==> src/rtl/misaligned_access_sequencer.sv <==
`default_nettype none
// ============================================================================
// Module      : misaligned_access_sequencer
// Description : Load/store sequencer between the CPU memory stage and an
//               aligned-only data memory. Aligned and byte accesses pass
//               through in one memory cycle. Misaligned halfword/word loads
//               are served by two aligned word reads that are merged and
//               extended. Misaligned halfword/word stores are broken into
//               per-byte stores.
// Ports       : clk, rst_n                 clock / async active-low reset
//               i_req_*  / o_req_ready     request handshake from the CPU
//               o_resp_*                   one-cycle completion pulse
//               o_mem_*  / i_mem_rd_val    aligned data-memory port
// Revision    : 1.0 - initial release
// ============================================================================
module misaligned_access_sequencer (
    input  logic        clk,
    input  logic        rst_n,
    input  logic        i_req_valid,
    output logic        o_req_ready,
    input  logic        i_req_write,
    input  logic [31:0] i_req_addr,
    input  logic [2:0]  i_req_size,
    input  logic [31:0] i_req_wdata,
    output logic        o_resp_valid,
    output logic [31:0] o_resp_rdata,
    output logic        o_resp_err,
    output logic [31:0] o_mem_access_addr,
    output logic [31:0] o_mem_wr_val,
    output logic        o_mem_write_en,
    output logic        o_mem_read_en,
    output logic [2:0]  o_mem_data_size,
    input  logic [31:0] i_mem_rd_val
);

    localparam logic [2:0] S_IDLE    = 3'd0;
    localparam logic [2:0] S_SINGLE  = 3'd1;
    localparam logic [2:0] S_LD_LO   = 3'd2;
    localparam logic [2:0] S_LD_HI   = 3'd3;
    localparam logic [2:0] S_ST_BYTE = 3'd4;
    localparam logic [2:0] S_RESP    = 3'd5;

    localparam logic [2:0] c_SIZE_B = 3'b000;
    localparam logic [2:0] c_SIZE_W = 3'b010;

    logic [2:0]  r_state;
    logic [2:0]  w_next_state;

    logic [31:0] r_addr;
    logic [2:0]  r_size;
    logic        r_write;
    logic [31:0] r_wdata;
    logic [31:0] r_lo;
    logic [31:0] r_rdata;
    logic        r_err;
    logic [1:0]  r_cnt;

    logic        w_accept;
    logic        w_req_err;
    logic        w_req_single;
    logic        w_last_byte;
    logic [31:0] w_word_base;
    logic [31:0] w_shifted;
    logic [31:0] w_merged;
    logic [7:0]  w_st_byte;

    assign w_accept = i_req_valid && o_req_ready;

    // Sizes 011, 110 and 111 have no RV32 meaning.
    assign w_req_err = (i_req_size == 3'b011) || (i_req_size == 3'b110) ||
                       (i_req_size == 3'b111);

    // size[1:0] selects width (00 byte, 01 half, 10 word); size[2] = unsigned.
    assign w_req_single = (i_req_size[1:0] == 2'b00) ||
                          ((i_req_size[1:0] == 2'b01) && !i_req_addr[0]) ||
                          ((i_req_size[1:0] == 2'b10) && (i_req_addr[1:0] == 2'b00));

    // Word stores take four byte cycles, halfword stores two.
    assign w_last_byte = (r_cnt == (r_size[1] ? 2'd3 : 2'd1));

    assign w_word_base = {r_addr[31:2], 2'b00};

    // The two aligned words form a 64-bit window; shift by the byte offset.
    assign w_shifted = 32'({i_mem_rd_val, r_lo} >> {r_addr[1:0], 3'b000});
    assign w_merged  = (r_size[1:0] == 2'b01)
                     ? {{16{w_shifted[15] & ~r_size[2]}}, w_shifted[15:0]}
                     : w_shifted;

    always_comb begin
        w_st_byte = r_wdata[7:0];
        case (r_cnt)
            2'd1:    w_st_byte = r_wdata[15:8];
            2'd2:    w_st_byte = r_wdata[23:16];
            2'd3:    w_st_byte = r_wdata[31:24];
            default: w_st_byte = r_wdata[7:0];
        endcase
    end

    // ------------------------------------------------------------------------
    // State register
    // ------------------------------------------------------------------------
    always_ff @(posedge clk or negedge rst_n) begin
        if (!rst_n) begin
            r_state <= S_IDLE;
        end else begin
            r_state <= w_next_state;
        end
    end

    // ------------------------------------------------------------------------
    // Next-state logic
    // ------------------------------------------------------------------------
    always_comb begin
        w_next_state = r_state;
        case (r_state)
            S_IDLE: begin
                if (w_accept) begin
                    if (w_req_err) begin
                        w_next_state = S_RESP;
                    end else if (w_req_single) begin
                        w_next_state = S_SINGLE;
                    end else if (i_req_write) begin
                        w_next_state = S_ST_BYTE;
                    end else begin
                        w_next_state = S_LD_LO;
                    end
                end
            end
            S_SINGLE:  w_next_state = S_RESP;
            S_LD_LO:   w_next_state = S_LD_HI;
            S_LD_HI:   w_next_state = S_RESP;
            S_ST_BYTE: w_next_state = w_last_byte ? S_RESP : S_ST_BYTE;
            S_RESP:    w_next_state = S_IDLE;
            default:   w_next_state = S_IDLE;
        endcase
    end

    // ------------------------------------------------------------------------
    // Request capture and load-data datapath
    // ------------------------------------------------------------------------
    always_ff @(posedge clk or negedge rst_n) begin
        if (!rst_n) begin
            r_addr  <= '0;
            r_size  <= '0;
            r_write <= 1'b0;
            r_wdata <= '0;
            r_lo    <= '0;
            r_rdata <= '0;
            r_err   <= 1'b0;
            r_cnt   <= '0;
        end else begin
            case (r_state)
                S_IDLE: begin
                    if (w_accept) begin
                        r_addr  <= i_req_addr;
                        r_size  <= i_req_size;
                        r_write <= i_req_write;
                        r_wdata <= i_req_wdata;
                        r_err   <= w_req_err;
                        r_rdata <= '0;
                        r_cnt   <= '0;
                    end
                end
                S_SINGLE: begin
                    // The memory already extends single-cycle load data.
                    if (!r_write) begin
                        r_rdata <= i_mem_rd_val;
                    end
                end
                S_LD_LO: r_lo    <= i_mem_rd_val;
                S_LD_HI: r_rdata <= w_merged;
                S_ST_BYTE: r_cnt <= w_last_byte ? 2'd0 : r_cnt + 2'd1;
                default: ;
            endcase
        end
    end

    // ------------------------------------------------------------------------
    // Output logic; every memory field stays zero while its enable is low.
    // ------------------------------------------------------------------------
    always_comb begin
        o_req_ready       = (r_state == S_IDLE) && rst_n;
        o_resp_valid      = 1'b0;
        o_resp_rdata      = '0;
        o_resp_err        = 1'b0;
        o_mem_access_addr = '0;
        o_mem_wr_val      = '0;
        o_mem_write_en    = 1'b0;
        o_mem_read_en     = 1'b0;
        o_mem_data_size   = '0;
        case (r_state)
            S_SINGLE: begin
                o_mem_access_addr = r_addr;
                o_mem_data_size   = r_size;
                if (r_write) begin
                    o_mem_write_en = 1'b1;
                    o_mem_wr_val   = r_wdata;
                end else begin
                    o_mem_read_en  = 1'b1;
                end
            end
            S_LD_LO: begin
                o_mem_access_addr = w_word_base;
                o_mem_data_size   = c_SIZE_W;
                o_mem_read_en     = 1'b1;
            end
            S_LD_HI: begin
                o_mem_access_addr = w_word_base + 32'd4;
                o_mem_data_size   = c_SIZE_W;
                o_mem_read_en     = 1'b1;
            end
            S_ST_BYTE: begin
                o_mem_access_addr = r_addr + {30'd0, r_cnt};
                o_mem_data_size   = c_SIZE_B;
                o_mem_wr_val      = {24'd0, w_st_byte};
                o_mem_write_en    = 1'b1;
            end
            S_RESP: begin
                o_resp_valid = 1'b1;
                o_resp_rdata = r_rdata;
                o_resp_err   = r_err;
            end
            default: ;
        endcase
    end

endmodule
`default_nettype wire

==> config.mk <==
export PLATFORM = sky130hd
export DESIGN_NAME = misaligned_access_sequencer
export DESIGN_NICKNAME = d
export VERILOG_FILES = /design/src/rtl/misaligned_access_sequencer.sv
export SDC_FILE = /design/constraint.sdc
export NUM_CORES = 1
export LEC_CHECK = 0
export ABC_AREA = 1
export CAP_MARGIN = 20
export CELL_PAD_IN_SITES_DETAIL_PLACEMENT = 0
export CELL_PAD_IN_SITES_GLOBAL_PLACEMENT = 2
export CORE_MARGIN = 1
export CORE_UTILIZATION = 30
export CTS_CLUSTER_DIAMETER = 80
export DETAILED_ROUTE_END_ITERATION = 10
export GPL_TIMING_DRIVEN = 1
export PLACE_DENSITY_LB_ADDON = 0.2
export SETUP_SLACK_MARGIN = 0.15
export SLEW_MARGIN = 20
export SYNTH_ARGS = -nofsm -noshare
export SYNTH_HDL_FRONTEND = slang
export SYNTH_SLANG_ARGS = --single-unit
==> constraint.sdc <==
create_clock -name clk -period 4.47 [get_ports clk]
set_input_delay 0.894 -clock clk [delete_from_list [all_inputs] [get_ports clk]]
set_output_delay 0.894 -clock clk [all_outputs]
set_load 0.01 [all_outputs]
==> results.py <==
metrics = {
    "setup_path": {
        "crit_top_cell": "nand2_1",
        "crit_path_cell_trace": "ha_1, inv_1, fa_1, inv_1, nand2_1, inv_1, nand2_1, nor2_1, nand2_1, nand2_1, nand3_1, nand3_1, clkdlybuf4s50_1",
        "crit_fanout": 5,
        "cp.required_ns": 3.58,
        "critPathArrivalTime_ns": 3.12,
        "critical-path-slowest-cell": "clkdlybuf4s50_1",
        "cp-start-kind": "register",
        "endpoint_kind": "primary output",
        "critPathMaxStageDelay_ns": 0.54,
        "reg2regPathDepth": 11,
        "crit_type": "register to primary output",
        "r2r_slack_ns": 1.97,
        "path_buf_inv": 4,
        "crit_cells": 13,
        "crit_family": "buffers and inverters",
    },
    "clock_tree": {
        "cts_tree": "done",
        "root_buffer": "clkbuf_16",
        "max-clock-path-buffers": 2,
        "clock_latency_ns": 0.44,
        "htree_levels": 4,
        "clock-sinks": 138,
        "cts-resized-gates": 0,
        "cts_buffers": 17,
        "post-cts-setup-buffers": 0,
        "hold_buffers": 0,
        "clk_pin_slew_worst_paths_ns": 0.08,
    },
    "placement": {
        "port_buffers": 206,
        "gp_congestion": 0.859,
        "dp_cells": 1949,
        "dpl_cell_area_mm2": 0.0117,
        "hpwl_um": 24000,
    },
    "timing": {
        "drv_slew": 0,
        "fin_crit_ns": 4.02,
        "tns_ns": 0,
        "rsz0062_at_grt": "no",
        "relSlewSlack_pct": 33.2,
        "fin_hold_ws_ns": 0.272,
        "finalHoldViolCount": 0,
        "max_freq_mhz": 249,
        "finalCritPeriodShare_pct": 89.9,
        "worstMarginPinSlew_ns": 1.00,
        "finalSetupViolations": 0,
        "clock_skew_ns": 0.0159,
    },
    "synthesis": {
        "synth_common_cells": "369 x nand2_1, 228 x nor2_1, 164 x nand3_1",
        "syn_nets": 1514,
        "synthArstFlopShare_pct": 100,
        "syn-instance-count": 1403,
        "yosys-top-cells-area": "dfrtp_1 37%, nand2_1 15%, nor2_1 9.2%",
        "netlist-cell-type-count": 35,
        "syn_area_per_cell_um2": 6.66,
        "yosysMostFrequentCell": "nand2_1",
        "synth_top_area_cell": "dfrtp_1",
        "ys_ff_latch": 138,
        "synth.top_cell.area_share_pct": 37.0,
        "netlist_area_mm2": 0.00934,
        "synth_seq_area_share_pct": 37.0,
        "ys.flop_type": "dfrtp_1",
        "yosysWarnings": 0,
        "synth_edf_count": 0,
    },
    "routing": {
        "drt_iter0_markers": 596,
        "drc": 0,
        "route.detailed.wl_per_inst_um": 16.9,
        "wirelength_um": 33600,
        "dr.pass1.iters": 5,
        "ant_nets": 0,
        "via_per_inst": 4.83,
        "vias": 9561,
    },
    "global_route": {
        "antenna_found_initial": 0,
        "overflow": 0,
        "globalRouteMet3Util_pct": 4.09,
        "grtUsageTotal_pct": 21.4,
        "met2_usage_pct": 31.2,
        "met1_usage_pct": 31.6,
        "grt_pass1_vias": 9177,
        "busiest_layer": "met1",
        "grt_max_degree": 68,
        "grt_pass1_wl_um": 52300,
    },
    "final_layout": {
        "syn_to_final_growth_pct": 31.0,
        "diodes": 0,
        "layout-drive-gt1-share_pct": 7.95,
        "stdcell_area_mm2": 0.0122,
        "finalNetCount": 1683,
        "final_cells": 1981,
    },
    "power": {
        "p_total_mw": 8.35,
        "p_leak_nw": 5.45,
        "swShare_pct": 47.7,
        "power_frac_comb_pct": 54.0,
        "irDropWorstVdd_uv": 342,
        "internal_power_mw": 4.37,
        "power_density_mw_per_mm2": 683,
        "power_frac_clock_pct": 17.1,
        "pwr-share-seq_pct": 28.9,
        "switchingPower_mw": 3.99,
    },
    "floorplanning": {
        "fp.dieW_um": 178,
        "start_util_pct": 30.5,
        "io-pin-count": 207,
        "die-area_mm2": 0.0318,
        "rows": 64,
        "die_y_um": 178,
        "coreArea_mm2": 0.0306,
    },
    "hold_path": {
        "worstHoldPathType": "input port to asynchronous set/reset pin",
    },
    "outcome": {
        "status": "finished, final reports clean",
    },
    "job": {
        "maxCapViolCount": 0,
    },
}
## registers in the layout (all words and copies together), names as in the netlist
name     cells
r_err        1
r_rdata     32
r_write      1
r_addr      32
r_size       3
r_cnt        2
r_lo        32
r_wdata     32
r_state      3
## kinds of logic (layout without fill, tap and decap cells)
kind of cell	Yosys count	count (layout)	share of synthesized area (%)
AO/OA/AOI/OAI	227	227	13.7
multiplexers	28	28	3.54
adder cells (fa/ha/maj)	8	8	1.15
flip-flops	138	138	37.0
AND/OR/NAND/NOR	784	784	34.6
buffers and inverters	218	400	10.0
## metrics by stage
stage	setup slack, ns	utilization, %
2_1_floorplan	1.44	-
4_1_cts	0.446	40.0
3_3_place_gp	0.992	38.1
3_5_place_dp	0.926	38.1
5_1_grt	0.206	40.0
6_report	0.451	40.0
## cells in the final DEF, fill, tap and decap left out, types with 4 or more instances in the layout
| master | n |
|---|---|
| nor2_2 | 10 |
| clkdlybuf4s50_1 | 205 |
| inv_1 | 137 |
| o22ai_1 | 10 |
| inv_6 | 6 |
| clkbuf_16 | 17 |
| a21oi_1 | 82 |
| mux2_2 | 24 |
| nand2_1 | 368 |
| o21ai_0 | 84 |
| o211ai_1 | 11 |
| inv_2 | 8 |
| nor2_1 | 227 |
| mux2_4 | 4 |
| a21oi_2 | 13 |
| o21ai_1 | 11 |
| dfrtp_1 | 138 |
| o21ai_2 | 6 |
| nand3_1 | 163 |
| ha_1 | 7 |
| a22o_1 | 8 |
| buf_4 | 15 |
## per-layer routing
layer | share of wire (%) | vias up | wire (um)
met5 | 0 | - | 0
li1 | - | 4836 | -
met4 | 1.9 | 0 | 627
met1 | 50 | 4437 | 16800
met2 | 42 | 254 | 14000
met3 | 6.1 | 34 | 2050
## power by group through the flow
stage / clock, mW / combinational (mW) / sequential (mW)
floorplan: 0 / 2.99 / 2.19
global placement: 0 / 4.53 / 2.42
detailed placement: 0 / 4.53 / 2.43
CTS: 1.46 / 4.56 / 2.41
global route: 1.51 / 5.06 / 2.50
finish: 1.43 / 4.51 / 2.41
## final timing paths
| check | end | startpoint |
|---|---|---|
| hold reg to reg | r_size[2] | r_size[2] |
| max in group asynchronous | r_rdata[1] | rst_n |
| setup / recovery | o_mem_access_addr[28] | r_cnt[0] |
| min in group clk | r_size[2] | r_size[2] |
| hold / removal | r_wdata[3] | rst_n |
| setup reg to reg | r_rdata[27] | r_addr[0] |
## worst register-to-register path, cell delays in order, from the launching register on
cell     delay [ns]
dfrtp_1        0.38
buf_4          0.30
inv_1          0.13
buf_4          0.44
nand2_1        0.14
nand2_1        0.09
nand2_1        0.05
nand2_1        0.11
nand2_1        0.06
nand2_1        0.41
nand2_1        0.16
a21oi_1        0.15
## cell type report
class | instances | area [um2]
clock buffer | 17 | 425
clock inverter | 15 | 153
fill | 3322 | 18400
inverter | 146 | 548
multi-input combinational | 1047 | 4960
sequential | 138 | 3450
tap | 396 | 495
timing repair buffer | 222 | 2200
Power figures use the tool's default switching activity.
